File: src/rtl/video_pattern_gen_pkg.sv
// Shared definitions for the video pattern generator: pattern modes and colour-bar table.
package video_pattern_gen_pkg;

  typedef enum logic [2:0] {
    MODE_FADE    = 3'd0,
    MODE_BARS    = 3'd1,
    MODE_CHECKER = 3'd2,
    MODE_RAMP    = 3'd3,
    MODE_MOVBAR  = 3'd4
  } mode_e;

  localparam int NUM_BARS = 8;
  localparam int MOVBAR_W = 16;

  // {r,g,b} on/off per bar, index 0 is the leftmost bar:
  // white, yellow, cyan, green, magenta, red, blue, black
  localparam logic [NUM_BARS-1:0][2:0] BAR_RGB = {
    3'b000, 3'b001, 3'b100, 3'b101, 3'b010, 3'b011, 3'b110, 3'b111
  };

  function automatic logic [2:0] bar_colour(input logic [3:0] idx);
    bar_colour = (idx < 4'(NUM_BARS)) ? BAR_RGB[idx[2:0]] : 3'b000;
  endfunction

endpackage

File: src/rtl/vtg_timing.sv
// Video timing core: H/V counters, per-frame configuration shadow, legality check,
// and unregistered active/sync decode for the pattern stage.
module vtg_timing #(
  parameter int CNT_W = 12
) (
  input  logic             I_pxl_clk,
  input  logic             I_rst_n,
  input  logic [CNT_W-1:0] I_h_total,
  input  logic [CNT_W-1:0] I_h_sync,
  input  logic [CNT_W-1:0] I_h_bporch,
  input  logic [CNT_W-1:0] I_h_res,
  input  logic [CNT_W-1:0] I_v_total,
  input  logic [CNT_W-1:0] I_v_sync,
  input  logic [CNT_W-1:0] I_v_bporch,
  input  logic [CNT_W-1:0] I_v_res,
  input  logic             I_hs_pol,
  input  logic             I_vs_pol,
  input  logic [2:0]       I_mode,
  input  logic [3:0]       I_chk_log2,
  output logic             frame_start,
  output logic             frame_end,
  output logic             line_end,
  output logic             active,
  output logic             hs_lvl,
  output logic             vs_lvl,
  output logic             cfg_err,
  output logic [CNT_W-1:0] x,
  output logic [CNT_W-1:0] y,
  output logic [CNT_W-1:0] h_res,
  output logic [2:0]       mode,
  output logic [3:0]       chk_log2
);

  logic [CNT_W-1:0] h_cnt, v_cnt;
  logic [CNT_W-1:0] h_total_q, h_sync_q, h_bporch_q, h_res_q;
  logic [CNT_W-1:0] v_total_q, v_sync_q, v_bporch_q, v_res_q;
  logic             hs_pol_q, vs_pol_q, err_q;
  logic [2:0]       mode_q;
  logic [3:0]       chk_q;

  logic [CNT_W-1:0] h_total_e, h_sync_e, h_bporch_e, h_res_e;
  logic [CNT_W-1:0] v_total_e, v_sync_e, v_bporch_e, v_res_e;
  logic             hs_pol_e, vs_pol_e, illegal_in;
  logic [CNT_W:0]   h_nxt, v_nxt, h_start, v_start, h_off, v_off;
  logic             h_act, v_act;

  // A span overflows the total; checked in two steps so no sum exceeds CNT_W+1 bits.
  function automatic logic span_illegal(input logic [CNT_W-1:0] sync, input logic [CNT_W-1:0] bporch,
                                        input logic [CNT_W-1:0] res, input logic [CNT_W-1:0] total);
    logic [CNT_W:0] lead;
    lead = {1'b0, sync} + {1'b0, bporch};
    span_illegal = (lead > {1'b0, total}) || ({1'b0, res} > ({1'b0, total} - lead));
  endfunction

  assign frame_start = (h_cnt == '0) && (v_cnt == '0);

  // On the latch cycle the raw inputs are used, so pixel (0,0) already sees the new frame's setup.
  assign h_total_e  = frame_start ? I_h_total  : h_total_q;
  assign h_sync_e   = frame_start ? I_h_sync   : h_sync_q;
  assign h_bporch_e = frame_start ? I_h_bporch : h_bporch_q;
  assign h_res_e    = frame_start ? I_h_res    : h_res_q;
  assign v_total_e  = frame_start ? I_v_total  : v_total_q;
  assign v_sync_e   = frame_start ? I_v_sync   : v_sync_q;
  assign v_bporch_e = frame_start ? I_v_bporch : v_bporch_q;
  assign v_res_e    = frame_start ? I_v_res    : v_res_q;
  assign hs_pol_e   = frame_start ? I_hs_pol   : hs_pol_q;
  assign vs_pol_e   = frame_start ? I_vs_pol   : vs_pol_q;
  assign mode       = frame_start ? I_mode     : mode_q;
  assign chk_log2   = frame_start ? I_chk_log2 : chk_q;
  assign h_res      = h_res_e;

  assign illegal_in = span_illegal(I_h_sync, I_h_bporch, I_h_res, I_h_total) ||
                      span_illegal(I_v_sync, I_v_bporch, I_v_res, I_v_total) ||
                      (I_h_total < CNT_W'(2)) || (I_v_total < CNT_W'(2));
  assign cfg_err    = frame_start ? illegal_in : err_q;

  assign h_nxt     = {1'b0, h_cnt} + (CNT_W+1)'(1);
  assign v_nxt     = {1'b0, v_cnt} + (CNT_W+1)'(1);
  assign line_end  = h_nxt >= {1'b0, h_total_e};
  assign frame_end = line_end && (v_nxt >= {1'b0, v_total_e});

  always_ff @(posedge I_pxl_clk or negedge I_rst_n) begin
    if (!I_rst_n) begin
      h_cnt <= '0;
      v_cnt <= '0;
    end else if (line_end) begin
      h_cnt <= '0;
      v_cnt <= frame_end ? '0 : v_nxt[CNT_W-1:0];
    end else begin
      h_cnt <= h_nxt[CNT_W-1:0];
    end
  end

  always_ff @(posedge I_pxl_clk or negedge I_rst_n) begin
    if (!I_rst_n) begin
      h_total_q  <= '0;
      h_sync_q   <= '0;
      h_bporch_q <= '0;
      h_res_q    <= '0;
      v_total_q  <= '0;
      v_sync_q   <= '0;
      v_bporch_q <= '0;
      v_res_q    <= '0;
      hs_pol_q   <= 1'b0;
      vs_pol_q   <= 1'b0;
      mode_q     <= '0;
      chk_q      <= '0;
      err_q      <= 1'b0;
    end else if (frame_start) begin
      h_total_q  <= I_h_total;
      h_sync_q   <= I_h_sync;
      h_bporch_q <= I_h_bporch;
      h_res_q    <= I_h_res;
      v_total_q  <= I_v_total;
      v_sync_q   <= I_v_sync;
      v_bporch_q <= I_v_bporch;
      v_res_q    <= I_v_res;
      hs_pol_q   <= I_hs_pol;
      vs_pol_q   <= I_vs_pol;
      mode_q     <= I_mode;
      chk_q      <= I_chk_log2;
      err_q      <= illegal_in;
    end
  end

  assign h_start = {1'b0, h_sync_e} + {1'b0, h_bporch_e};
  assign v_start = {1'b0, v_sync_e} + {1'b0, v_bporch_e};
  assign h_off   = {1'b0, h_cnt} - h_start;
  assign v_off   = {1'b0, v_cnt} - v_start;
  assign h_act   = ({1'b0, h_cnt} >= h_start) && (h_off < {1'b0, h_res_e});
  assign v_act   = ({1'b0, v_cnt} >= v_start) && (v_off < {1'b0, v_res_e});
  assign active  = h_act && v_act;
  assign x       = h_off[CNT_W-1:0];
  assign y       = v_off[CNT_W-1:0];

  assign hs_lvl  = ~((h_cnt < h_sync_e) ^ hs_pol_e);
  assign vs_lvl  = ~((v_cnt < v_sync_e) ^ vs_pol_e);

endmodule

File: src/rtl/video_pattern_gen.sv
// Test pattern generator: timing from vtg_timing, pattern colour and the aligned
// one-cycle output register stage.
module video_pattern_gen
  import video_pattern_gen_pkg::*;
#(
  parameter int DATA_W      = 8,
  parameter int CNT_W       = 12,
  parameter int FADE_FRAMES = 30
) (
  input  logic              I_pxl_clk,
  input  logic              I_rst_n,
  input  logic [CNT_W-1:0]  I_h_total,
  input  logic [CNT_W-1:0]  I_h_sync,
  input  logic [CNT_W-1:0]  I_h_bporch,
  input  logic [CNT_W-1:0]  I_h_res,
  input  logic [CNT_W-1:0]  I_v_total,
  input  logic [CNT_W-1:0]  I_v_sync,
  input  logic [CNT_W-1:0]  I_v_bporch,
  input  logic [CNT_W-1:0]  I_v_res,
  input  logic              I_hs_pol,
  input  logic              I_vs_pol,
  input  logic [2:0]        I_mode,
  input  logic [3:0]        I_chk_log2,
  output logic              O_de,
  output logic              O_hs,
  output logic              O_vs,
  output logic [DATA_W-1:0] O_data_r,
  output logic [DATA_W-1:0] O_data_g,
  output logic [DATA_W-1:0] O_data_b,
  output logic              O_frame_tgl,
  output logic              O_cfg_err
);

  localparam logic [DATA_W-1:0] MAX  = {DATA_W{1'b1}};
  localparam int                STEP = ((2**DATA_W) - 1) / (FADE_FRAMES - 1);

  logic             frame_start, frame_end, line_end, active, hs_lvl, vs_lvl, cfg_err;
  logic [CNT_W-1:0] x, y, h_res;
  logic [2:0]       mode;
  logic [3:0]       chk_log2;

  vtg_timing #(.CNT_W(CNT_W)) u_timing (
    .I_pxl_clk   (I_pxl_clk),
    .I_rst_n     (I_rst_n),
    .I_h_total   (I_h_total),
    .I_h_sync    (I_h_sync),
    .I_h_bporch  (I_h_bporch),
    .I_h_res     (I_h_res),
    .I_v_total   (I_v_total),
    .I_v_sync    (I_v_sync),
    .I_v_bporch  (I_v_bporch),
    .I_v_res     (I_v_res),
    .I_hs_pol    (I_hs_pol),
    .I_vs_pol    (I_vs_pol),
    .I_mode      (I_mode),
    .I_chk_log2  (I_chk_log2),
    .frame_start (frame_start),
    .frame_end   (frame_end),
    .line_end    (line_end),
    .active      (active),
    .hs_lvl      (hs_lvl),
    .vs_lvl      (vs_lvl),
    .cfg_err     (cfg_err),
    .x           (x),
    .y           (y),
    .h_res       (h_res),
    .mode        (mode),
    .chk_log2    (chk_log2)
  );

  function automatic logic [DATA_W-1:0] fade_level(input logic [7:0] cnt, input logic mirror);
    logic [DATA_W-1:0] c;
    c = DATA_W'(32'(cnt) * STEP);
    fade_level = mirror ? (MAX - c) : c;
  endfunction

  logic [7:0]       frame_cnt;
  logic             dir;
  logic [CNT_W-1:0] pos;
  logic [CNT_W:0]   pos_nxt;

  assign pos_nxt = {1'b0, pos} + (CNT_W+1)'(1);

  // Animation state advances on the last pixel, so the first frame after reset shows step 0.
  always_ff @(posedge I_pxl_clk or negedge I_rst_n) begin
    if (!I_rst_n) begin
      frame_cnt <= '0;
      dir       <= 1'b0;
      pos       <= '0;
    end else if (frame_end) begin
      if (frame_cnt == 8'(FADE_FRAMES - 1)) begin
        frame_cnt <= '0;
        dir       <= ~dir;
      end else begin
        frame_cnt <= frame_cnt + 8'd1;
      end
      pos <= (pos_nxt >= {1'b0, h_res}) ? '0 : pos_nxt[CNT_W-1:0];
    end
  end

  // Bar index tracked incrementally along the line instead of dividing x by the bar width.
  logic [CNT_W-1:0] bar_w, bar_pos;
  logic [3:0]       bar_idx;

  assign bar_w = h_res >> 3;

  always_ff @(posedge I_pxl_clk or negedge I_rst_n) begin
    if (!I_rst_n) begin
      bar_pos <= '0;
      bar_idx <= '0;
    end else if (!active || line_end) begin
      bar_pos <= '0;
      bar_idx <= '0;
    end else if (({1'b0, bar_pos} + (CNT_W+1)'(1)) >= {1'b0, bar_w}) begin
      bar_pos <= '0;
      if (bar_idx != 4'(NUM_BARS)) bar_idx <= bar_idx + 4'd1;
    end else begin
      bar_pos <= bar_pos + CNT_W'(1);
    end
  end

  mode_e             mode_sel;
  logic [2:0]        bar_rgb;
  logic [CNT_W-1:0]  xs, ys;
  logic [DATA_W-1:0] fade_c, pix_r, pix_g, pix_b;
  logic              in_movbar;

  assign mode_sel  = mode_e'(mode);
  assign bar_rgb   = bar_colour(bar_idx);
  assign xs        = x >> chk_log2;
  assign ys        = y >> chk_log2;
  assign fade_c    = fade_level(frame_cnt, dir);
  assign in_movbar = ({1'b0, x} >= {1'b0, pos}) &&
                     ({1'b0, x} <= ({1'b0, pos} + (CNT_W+1)'(MOVBAR_W - 1)));

  always_comb begin
    pix_r = '0;
    pix_g = '0;
    pix_b = '0;
    case (mode_sel)
      MODE_FADE: begin
        pix_r = fade_c;
        pix_g = MAX - fade_c;
      end
      MODE_BARS: begin
        pix_r = {DATA_W{bar_rgb[2]}};
        pix_g = {DATA_W{bar_rgb[1]}};
        pix_b = {DATA_W{bar_rgb[0]}};
      end
      MODE_CHECKER: begin
        pix_r = {DATA_W{xs[0] ^ ys[0]}};
        pix_g = {DATA_W{xs[0] ^ ys[0]}};
        pix_b = {DATA_W{xs[0] ^ ys[0]}};
      end
      MODE_RAMP: begin
        pix_r = x[DATA_W-1:0];
        pix_g = x[DATA_W-1:0];
        pix_b = x[DATA_W-1:0];
      end
      MODE_MOVBAR: begin
        pix_r = {DATA_W{in_movbar}};
        pix_g = {DATA_W{in_movbar}};
        pix_b = {DATA_W{in_movbar}};
      end
      default: ;
    endcase
  end

  // Stage p1: every output registered once from the same counter state.
  logic              vld_p0;
  logic              vld_p1, hs_p1, vs_p1, err_p1, tgl_p1;
  logic [DATA_W-1:0] r_p1, g_p1, b_p1;

  assign vld_p0 = active && !cfg_err;

  always_ff @(posedge I_pxl_clk or negedge I_rst_n) begin
    if (!I_rst_n) begin
      vld_p1 <= 1'b0;
      hs_p1  <= 1'b1;
      vs_p1  <= 1'b1;
      err_p1 <= 1'b0;
      tgl_p1 <= 1'b0;
      r_p1   <= '0;
      g_p1   <= '0;
      b_p1   <= '0;
    end else begin
      vld_p1 <= vld_p0;
      hs_p1  <= hs_lvl;
      vs_p1  <= vs_lvl;
      err_p1 <= cfg_err;
      if (frame_start) tgl_p1 <= ~tgl_p1;
      r_p1   <= vld_p0 ? pix_r : '0;
      g_p1   <= vld_p0 ? pix_g : '0;
      b_p1   <= vld_p0 ? pix_b : '0;
    end
  end

  assign O_de        = vld_p1;
  assign O_hs        = hs_p1;
  assign O_vs        = vs_p1;
  assign O_cfg_err   = err_p1;
  assign O_frame_tgl = tgl_p1;
  assign O_data_r    = r_p1;
  assign O_data_g    = g_p1;
  assign O_data_b    = b_p1;

endmodule

File: config.mk
export PLATFORM = sky130hd
export DESIGN_NAME = video_pattern_gen
export DESIGN_NICKNAME = d
export VERILOG_FILES = /design/src/rtl/video_pattern_gen_pkg.sv /design/src/rtl/vtg_timing.sv /design/src/rtl/video_pattern_gen.sv
export SDC_FILE = /design/constraint.sdc
export NUM_CORES = 1
export LEC_CHECK = 0
export BUFFER_PORTS_ARGS = -buffer_cell sky130_fd_sc_hd__buf_2
export CORE_MARGIN = 1.5
export CORE_UTILIZATION = 37
export DETAILED_ROUTE_END_ITERATION = 6
export PLACE_DENSITY = 0.57
export SETUP_SLACK_MARGIN = 0.15
export SYNTH_ARGS = -nofsm -noshare
export SYNTH_HDL_FRONTEND = slang
export SYNTH_HIERARCHICAL = 1
export SYNTH_SLANG_ARGS = --single-unit
File: constraint.sdc
create_clock -name I_pxl_clk -period 13.65 [get_ports I_pxl_clk]
set_input_delay 2.73 -clock I_pxl_clk [delete_from_list [all_inputs] [get_ports I_pxl_clk]]
set_output_delay 2.73 -clock I_pxl_clk [all_outputs]
set_load 0.1 [all_outputs]
## Yosys cells after proc, flatten, opt, wreduce, memory -nomap -nowiden

Memories as Yosys holds them, arrays and structs flattened.
Index checks and enable logic that the tools add are counted.

| word-level totals | value |
|---|---|
| bits in registers | 195 |
| ROM bits | 24 |
| bits of input ports | 107 |
| output and inout bits | 29 |
| word-level logic and storage cells | 134 |
| memories kept | 1 |

| cells by class | value |
|---|---|
| add/sub/neg operators | 18 |
| magnitude comparators | 20 |
| equal/unequal tests | 6 |
| shifts and indexed selects | 2 |
| mux-type cells | 31 |
| bitwise gates (word level) | 7 |
| reduce and logical (&&, ||, !) cells | 22 |

Memory list:

| name | depth | bits a word | rd ports | clocked after memory_dff | write ports | line | text |
|---|---|---|---|---|---|---|---|
| (no name shown) | 8 | 3 | 1 | 0 | 0 | video_pattern_gen_pkg.sv:22 | `bar_colour = (idx < 4'(NUM_BARS)) ? BAR_RGB[idx[2:0]] : 3'b000;` |

Operators by type and width:

| operator | number |
|---|---|
| $mux W12 | 13 |
| $pmux W8 S5 | 2 |
| $add A12 B1 Y13 const B | 4 |
| $add A12 B12 Y13 | 4 |
| $sub A12 B13 Y13 | 4 |
| $mux W8 | 5 |
| $ge A13 B12 Y1 | 3 |
| $pmux W8 S4 | 1 |
| $ge A12 B13 Y1 | 2 |
| $gt A12 B13 Y1 | 2 |
| $gt A13 B12 Y1 | 2 |
| $lt A13 B12 Y1 | 2 |
| $logic_not A12 Y1 | 2 |
| $lt A12 B12 Y1 | 2 |
| $lt A12 B2 Y1 const B | 2 |
| $shr A12 B4 Y1 | 2 |
| $mux W4 | 4 |
| $sub A8 B8 Y8 const A | 2 |
| $add A12 B4 Y13 const B | 1 |
| $ge A13 B9 Y1 | 1 |
| $le A12 B13 Y1 | 1 |
| $add A12 B1 Y12 const B | 1 |
| $ge A12 B12 Y1 | 1 |
| $mux W3 | 3 |
| 18 further kinds | 40 |

## Depth between registers and ports, before layout

Gate-level depths: netlist of the first run.

| depth | value |
|---|---|
| word-level depth | 12 |
| gate-level depth with buffers | 40 |
| mapped depth without buffers | 37 |

## By module

Netlist of the first run, hierarchy kept.

By module, submodules not included:

| module | instances | cells each | area each (um^2) |
|---|---|---|---|
| vtg_timing | 1 | 1,241 | 11,667.4 |
| video_pattern_gen | 1 | 483 | 4,566.9 |

## Least setup slack after synthesis of the first run

No wires, ideal clock.

| path | value |
|---|---|
| path type | input-to-reg |
| from | input port I_v_sync[1] |
| to | register bar_idx[2] |
| arrival | 7,934 ps |
| data required time | 13,525 ps |
| slack | 5,591 ps |
| stages | 31 |
| path buffers | 0 |
| cell sequence | mux2i_1 -> inv_1 -> ha_1 -> a21o_1 -> a21oi_1 -> nor2b_1 -> nor4_1 -> nor2_1 -> a21oi_1 -> xor2_1 -> ha_1 -> or3_1 -> o21ai_0 -> a31oi_1 -> a21o_1 -> a21oi_1 -> xnor2_1 -> ha_1 -> nand4_1 -> nor2_1 -> o21ai_0 -> nand3b_1 -> a221oi_1 -> nand4_1 -> nor3_2 -> nand2b_1 -> or4_1 -> a211oi_2 -> o21ai_1 -> nand2_1 -> a2bb2o_1 |

| between the ends | value |
|---|---|
| word-level cells in the longest chain between the ends | 10 |
| elaborated cells on any way between the ends | 13 |
| classes of those cells | 2 x add/sub; 2 x order compare; 2 x mux; 7 x reduce/logical |

Ends and longest elaborated chain:

| element | line | text |
|---|---|---|
| start, declared | video_pattern_gen.sv:17 | `input logic [CNT_W-1:0] I_v_sync,` |
| $mux W12 (*) | n/a |  |
| named net u_timing.v_sync_e[1] | vtg_timing.sv:42 | `logic [CNT_W-1:0] v_total_e, v_sync_e, v_bporch_e, v_res_e;` |
| $add A12 B12 Y13 (*) | vtg_timing.sv:127 | `assign v_start = {1'b0, v_sync_e} + {1'b0, v_bporch_e};` |
| $sub A12 B13 Y13 (*) | vtg_timing.sv:129 | `assign v_off = {1'b0, v_cnt} - v_start;` |
| named net y[10] | video_pattern_gen.sv:38 | `logic [CNT_W-1:0] x, y, h_res;` |
| $lt A13 B12 Y1 (*) | vtg_timing.sv:131 | `assign v_act = ({1'b0, v_cnt} >= v_start) && (v_off < {1'b0, v_res_e});` |
| $logic_and A1 B1 Y1 (*) | vtg_timing.sv:131 |  |
| $logic_and A1 B1 Y1 (*) | vtg_timing.sv:132 | `assign active = h_act && v_act;` |
| named net active | video_pattern_gen.sv:37 | `logic frame_start, frame_end, line_end, active, hs_lvl, vs_lvl, cfg_err;` |
| $logic_not A1 Y1 (*) | video_pattern_gen.sv:111 | `end else if (!active \|\| line_end) begin` |
| $logic_or A1 B1 Y1 (*) | video_pattern_gen.sv:111 |  |
| $reduce_bool A2 Y1 (no line) | n/a |  |
| $reduce_and A2 Y1 (no line) | n/a |  |
| end signal, assigned | video_pattern_gen.sv:116 | `if (bar_idx != 4'(NUM_BARS)) bar_idx <= bar_idx + 4'd1;` |
| end, declared | video_pattern_gen.sv:103 | `logic [3:0] bar_idx;` |

Mark *: on every way through the listed nets, which the timed path passes. The rest lies on a longest branch.
A chain may end at the register's enable or synchronous reset.

## Worst setup path in the final report of the first run

| path | value |
|---|---|
| from | register u_timing.v_cnt[1] |
| to | register bar_idx[3] |

| between the ends | value |
|---|---|
| word-level cells in the longest chain between the ends | 12 |
| elaborated cells on any way between the ends | 28 |
| classes of those cells | 4 x add/sub; 6 x order compare; 8 x mux; 10 x reduce/logical |

Ends and longest elaborated chain:

| element | line | text |
|---|---|---|
| start, declared | vtg_timing.sv:34 | `logic [CNT_W-1:0] h_cnt, v_cnt;` |
| start signal, assigned | vtg_timing.sv:88 | `v_cnt <= frame_end ? '0 : v_nxt[CNT_W-1:0];` |
| $logic_not A12 Y1 (*) | vtg_timing.sv:55 | `assign frame_start = (h_cnt == '0) && (v_cnt == '0);` |
| $logic_and A1 B1 Y1 (*) | vtg_timing.sv:55 |  |
| named net frame_start | video_pattern_gen.sv:37 |  |
| $mux W12 (*) | n/a |  |
| named net u_timing.h_sync_e[1] | vtg_timing.sv:41 | `logic [CNT_W-1:0] h_total_e, h_sync_e, h_bporch_e, h_res_e;` |
| $add A12 B12 Y13 (*) | vtg_timing.sv:126 | `assign h_start = {1'b0, h_sync_e} + {1'b0, h_bporch_e};` |
| $sub A12 B13 Y13 (*) | vtg_timing.sv:128 | `assign h_off = {1'b0, h_cnt} - h_start;` |
| named net x[11] | video_pattern_gen.sv:38 |  |
| $lt A13 B12 Y1 (*) | vtg_timing.sv:130 | `assign h_act = ({1'b0, h_cnt} >= h_start) && (h_off < {1'b0, h_res_e});` |
| $logic_and A1 B1 Y1 (*) | vtg_timing.sv:130 |  |
| $logic_and A1 B1 Y1 (*) | vtg_timing.sv:132 |  |
| named net active | video_pattern_gen.sv:37 |  |
| $logic_not A1 Y1 (*) | video_pattern_gen.sv:111 |  |
| $logic_or A1 B1 Y1 (*) | video_pattern_gen.sv:111 |  |
| $reduce_bool A2 Y1 (no line) | n/a |  |
| $reduce_and A2 Y1 (no line) | n/a |  |

Marked as above.

==> impl_metrics.ini, run 1 <==
[yosys]
synth_xor_area_share_pct = 6.74
seq_area_frac_synth_pct = 30.2
synth_cell_types = 93
avgSynthCellArea_sq_um = 9.42
synth_mux_area_share_pct = 7.33
ys_async_sr_fraction_pct = 100
synthCells = 1724
ys_ff_latch = 196
yosys.area_share.simple_pct = 15.6
synth_enable_flop_cells = 0
ys_warn_count = 6
synthAdderAreaFrac_pct = 19.7
yosys_most_used_dff = dfrtp_1
synth_top_family_by_area = adder cells
netlist_area_sq_um = 16200
synth_compound_area_share_pct = 16.2

[drt]
vias_per_cell = 5.37
antenna_left = 0
drtIter0Drc = 909
drc = 0
detail_route.wl_per_cell_um = 19.2
via_count = 13200
finalWirelength_um = 47100
drt_pre_antenna_iters = 5

[timing]
setup_tns_ps = 0
layout_min_cycle_time_ps = 8970
rsz0062_at_grt = no
slew_viol_final = 0
relSlewSlack_pct = 33.2
finalClockSkew_ps = 21.0
post-route-period-util_pct = 65.7
setup_viol = 0
whs_ps = 482
hold_viol_final = 0
tightest_slew_ps = 1000
timing.fmax_mhz = 111

[floorplan]
core-area_sq_um = 43200
io_pins = 136
die_x_um = 212
start_util_pct = 37.6
die_h_um = 212
fp-row-count = 76
die_area_sq_um = 45100

[cts]
clock_sinks = 196
holdBufCountCts = 0
h-tree-depth = 4
insertion_delay_ps = 460
cts_root_buf = clkbuf_16
postCtsSetupRepairBufs = 0
cts_tree = done
clock_tree.buffer_depth = 2
cts_buffers = 17
path_clk_slew_ps = 80
cts_resized = 0

[placement]
place_congestion = 0.889
hpwl_um = 38100
dp_cells = 2419
io_buffers = 135

[global_routing]
track_usage_pct = 21.2
grt_max_degree = 100
grt_pass1_wl_um = 73000
antenna_found_initial = 0
grt-ovfl-total = 0
first_global_vias = 13200

[critical_path]
cp_common_cell = a21oi_1
rrSetupSlack_ps = 4680
cpMaxStageDelayCell = buf_4
critPathKind = flip-flop to flip-flop
cp_data_arrival_time_ps = 9370
endpoint_kind = flip-flop
crit_required_ps = 14040
critPathMaxFanout = 42
start_kind = flip-flop
critPathMaxStageDelay_ps = 680

[flow_run]
cap_violations = 0

[status]
status = finished clean

[cells_and_area]
layout-drive-gt1-share_pct = 13.8
final_cells = 2451
insertedDiodeCount = 0
final_cell_mix = 243 x ha_1, 194 x dfrtp_1, 134 x buf_2
fin_nets = 2211
area.growth.synth_to_final_pct = 11.7
layout_commonest_cell = ha_1

[hold_path]
hold_path_class = flip-flop to flip-flop
synthesized netlist by cell type, types with 8 or more instances:
| cell | count | area share (%) |
|---|---|---|
| a31oi_1 | 20 | 0.77 |
| nor2_1 | 111 | 2.6 |
| fa_1 | 8 | 0.99 |
| o21a_1 | 23 | 1.1 |
| a21oi_1 | 83 | 2.6 |
| buf_2 | 9 | 0.28 |
| nor2b_1 | 22 | 0.85 |
| nand3_1 | 62 | 1.9 |
| clkbuf_1 | 12 | 0.28 |
| nor3_1 | 33 | 1.0 |
| nand4_1 | 26 | 1.0 |
| o21ai_0 | 64 | 2.0 |
| mux2_2 | 34 | 2.4 |
| dfrtp_1 | 194 | 30 |
| and3_1 | 21 | 0.81 |
| nor4_1 | 11 | 0.42 |
| o211ai_1 | 9 | 0.42 |
| and2_1 | 29 | 1.1 |
| nand2_1 | 106 | 2.5 |
| o31ai_1 | 8 | 0.37 |
| nand2b_1 | 28 | 1.1 |
| inv_1 | 128 | 3.0 |
| ha_1 | 243 | 19 |
| or3_1 | 8 | 0.31 |
| mux2i_1 | 66 | 4.1 |
| a211oi_1 | 10 | 0.46 |
| o21ai_1 | 24 | 0.74 |
| xnor2_1 | 76 | 4.1 |
| a21o_1 | 54 | 2.5 |
| o41ai_1 | 9 | 0.49 |
| xor2_1 | 49 | 2.6 |
kinds of logic (layout without fill, tap and decap cells):
logic type	Yosys count	count (layout)
simple gates	492	492
compound gates	385	385
fa+ha+maj	251	251
flops	196	196
buf+inv	167	307
xor+xnor	125	125
mux	107	107
other cells	1	3
metal layers:
layer / track usage, % / vias up / part of all wire, %
li1: - / 6508 / -
met4: 7.53 / 0 / 2.9
met1: 28.5 / 6341 / 47
met2: 34.3 / 253 / 46
met5: 0 / - / 0
met3: 3.40 / 53 / 4.5
worst max-delay path: cells and delay by family (launching register included):
family	cells	cell delay (ps)
compound gates	13	2890
xor+xnor	2	420
fa+ha+maj	4	1180
buf+inv	4	1370
flops	1	460
mux	1	330
simple gates	8	2180
final timing paths:
path	startpoint	end	cells after the start
worst max register to register	u_timing/v_cnt[1]	bar_idx[3]	32
max in group asynchronous	I_rst_n	u_timing/v_bporch_q[7]	3
worst min register to register	u_timing/h_total_q[1]	u_timing/h_total_q[1]	2
worst max-delay path	u_timing/v_cnt[1]	bar_idx[3]	32
min in group asynchronous	I_rst_n	frame_cnt[2]	1
worst min-delay path	u_timing/h_total_q[1]	u_timing/h_total_q[1]	2
per-stage QoR:
stage          utilization, %  setup WS, ps  cell area, sq um
4_1_cts                  42.0          4660             18100
6_report                 42.0          4680             18100
3_5_place_dp             40.6          4400             17500
2_1_floorplan               -          5590             16200
5_1_grt                  42.0          3980             18100
3_3_place_gp             40.6          4530             17500
state kept, by name (all words and copies together), names as in the netlist, 3 cells and up:
| register | cells |
|---|---|
| frame_cnt | 8 |
| u_timing/h_sync_q | 12 |
| u_timing/mode_q | 3 |
| u_timing/v_bporch_q | 12 |
| u_timing/h_res_q | 12 |
| u_timing/v_res_q | 12 |
| u_timing/v_total_q | 12 |
| O_data_b | 8 |
| bar_idx | 4 |
| u_timing/h_bporch_q | 12 |
| u_timing/h_cnt | 12 |
| u_timing/chk_q | 4 |
| pos | 12 |
| u_timing/v_cnt | 12 |
| O_data_g | 8 |
| O_data_r | 8 |
| u_timing/v_sync_q | 12 |
| u_timing/h_total_q | 12 |
| bar_pos | 12 |
cell type report:
cell class	count	area, sq um
clock buffers	20	457
multi-input cells	1363	10700
repair buffers	139	714
well taps	585	732
fillers	4304	25000
clock inverters	12	165
flip-flops and latches	196	4910
inverters	136	515
Power of run 1 is left out: the tool's default activity adds up to more than one toggle a clock period on the data nets, which glitch-free logic cannot reach.
==> run 2: changes to the inputs <==
- PLACE_DENSITY: 0.57 -> 0.59
- clock period: 13.65 -> 7.7 ns (I/O delays scaled with it)
==> run 2 against run 1 <==
  * Sequential cell count unchanged
  * Cell area increased by 2.8%
  * Global-route usage increased by 0.84 points
  * Utilization increased by 1.2 points
  * Critical path depth increased by 3
  * Worst hold slack got worse by 10 ps
  * Largest cell class unchanged
  * Critical path type unchanged
  * Fmax increased by 25%
  * First-iteration DRC count decreased by 4.8%
  * Register-to-register slack got worse by 4100 ps
  * Die area unchanged
  * Routed wire length increased by 3.0%
==> impl_metrics.ini, run 2 (synthesis results as in run 1) <==
[timing]
post-route-period-util_pct = 93.0
relSlewSlack_pct = 26.9
timing.fmax_mhz = 140
slew_viol_final = 0
hold_viol_final = 0
setup_viol = 0
rsz0062_at_grt = no
tightest_slew_ps = 1100
finalClockSkew_ps = 13.6
layout_min_cycle_time_ps = 7160
setup_tns_ps = 0

[placement]
hpwl_um = 39300
io_buffers = 135
place_congestion = 0.922

[global_routing]
track_usage_pct = 22.0
first_global_vias = 13200
antenna_found_initial = 0
grt-ovfl-total = 0
grt_max_degree = 72
grt_pass1_wl_um = 75200

[cells_and_area]
multi_input_comb_area_sq_um = 10800
seq_area_sq_um = 4910
layout_commonest_cell = ha_1
fin_nets = 2258
area.growth.synth_to_final_pct = 14.9
layout-drive-gt1-share_pct = 17.6
fill_cells = 4320
final_cell_mix = 239 x ha_1, 191 x dfrtp_1, 134 x buf_2
insertedDiodeCount = 0

[floorplan]
die_area_sq_um = 45100
io_pins = 136
fp-row-count = 76
core-area_sq_um = 43200
die_h_um = 212
die_x_um = 212
start_util_pct = 37.6

[critical_path]
endpoint_kind = flip-flop
critPathMaxFanout = 14
critPathMaxStageDelay_ps = 430
crit_required_ps = 8120
cp_data_arrival_time_ps = 7580
cpMaxStageDelayCell = dfrtp_2
start_kind = flip-flop
critPathKind = flip-flop to flip-flop

[cts]
h-tree-depth = 4
holdBufCountCts = 0
path_clk_slew_ps = 70
clock_tree.buffer_depth = 2
cts_buffers = 17
cts_tree = done
cts_root_buf = clkbuf_16
clock_sinks = 196
insertion_delay_ps = 490

[flow_run]
cap_violations = 0

[drt]
finalWirelength_um = 48500
drc = 0
via_count = 13600
drtIter0Drc = 865
drt_pre_antenna_iters = 5
detail_route.wl_per_cell_um = 19.4
vias_per_cell = 5.43
antenna_left = 0

[status]
status = finished clean

[hold_path]
hold_path_class = flip-flop to flip-flop
run 2: changes by cell type in the layout (fill, tap and decap cells not counted), moves of 4 or more:
cell / previous run / this run
a21oi_1: 83 / 76
a21oi_2: 0 / 7
buf_4: 4 / 49
clkinvlp_4: 1 / 5
ha_1: 243 / 239
run 2: final timing paths:
check                                          to  slack, ps  cells after the start               from
min in group asynchronous            frame_cnt[2]       1040                      1            I_rst_n
worst max-delay path                   bar_pos[5]        540                     35  u_timing/h_cnt[0]
worst min register to register        O_frame_tgl        470                      1        O_frame_tgl
worst min-delay path                  O_frame_tgl        470                      1        O_frame_tgl
max in group asynchronous       u_timing/h_cnt[1]       5230                      2            I_rst_n
worst max register to register         bar_pos[5]        540                     35  u_timing/h_cnt[0]
run 2: metal layers:
metal  track usage (%)  part of all wire [%]  wire (um)
met5                 0                     0          0
met4              6.63                   2.3       1110
met3              4.17                   4.3       2110
met2              35.9                    47      22800
met1              29.6                    46      22500
run 2: stage by stage:
| step | cells | hold slack [ps] | util [%] | instance area (sq um) | setup slack [ps] |
|---|---|---|---|---|---|
| floorplan | 1726 | 441 | - | 16200 | 613 |
| global placement | 2451 | 462 | 41.1 | 17800 | 310 |
| detailed placement | 2451 | 458 | 41.1 | 17800 | 55.0 |
| CTS | 2482 | 475 | 42.5 | 18400 | 199 |
| global route | 2497 | 514 | 43.2 | 18700 | 106 |
| finish | 2497 | 472 | 43.2 | 18700 | 540 |
run 2: repair_timing:
action,CTS,global route
pin swaps,0,9
setup endpoints to repair,12,37
setup buffers,0,15
gates resized for setup,3,44
run 2: layout make-up:
class / instances / area share, %
repair buffers: 186 / 5.76
well taps: 585 / 3.92
inverters: 136 / 2.88
clock buffers: 18 / 2.30
clock inverters: 13 / 0.798
multi-input cells: 1363 / 58.0
flip-flops and latches: 196 / 26.3
run 2: worst max-delay path: cells and delay by family, from the launching register on:
kind | cells | cell delay (ps)
flip-flops | 1 | 430
multiplexers | 1 | 300
AO/OA/AOI/OAI | 11 | 2030
adder cells (fa/ha/maj) | 4 | 1050
XOR/XNOR | 2 | 520
AND/OR/NAND/NOR | 14 | 2300
buffers and inverters | 3 | 420
Power of run 2 is left out for the same reason.
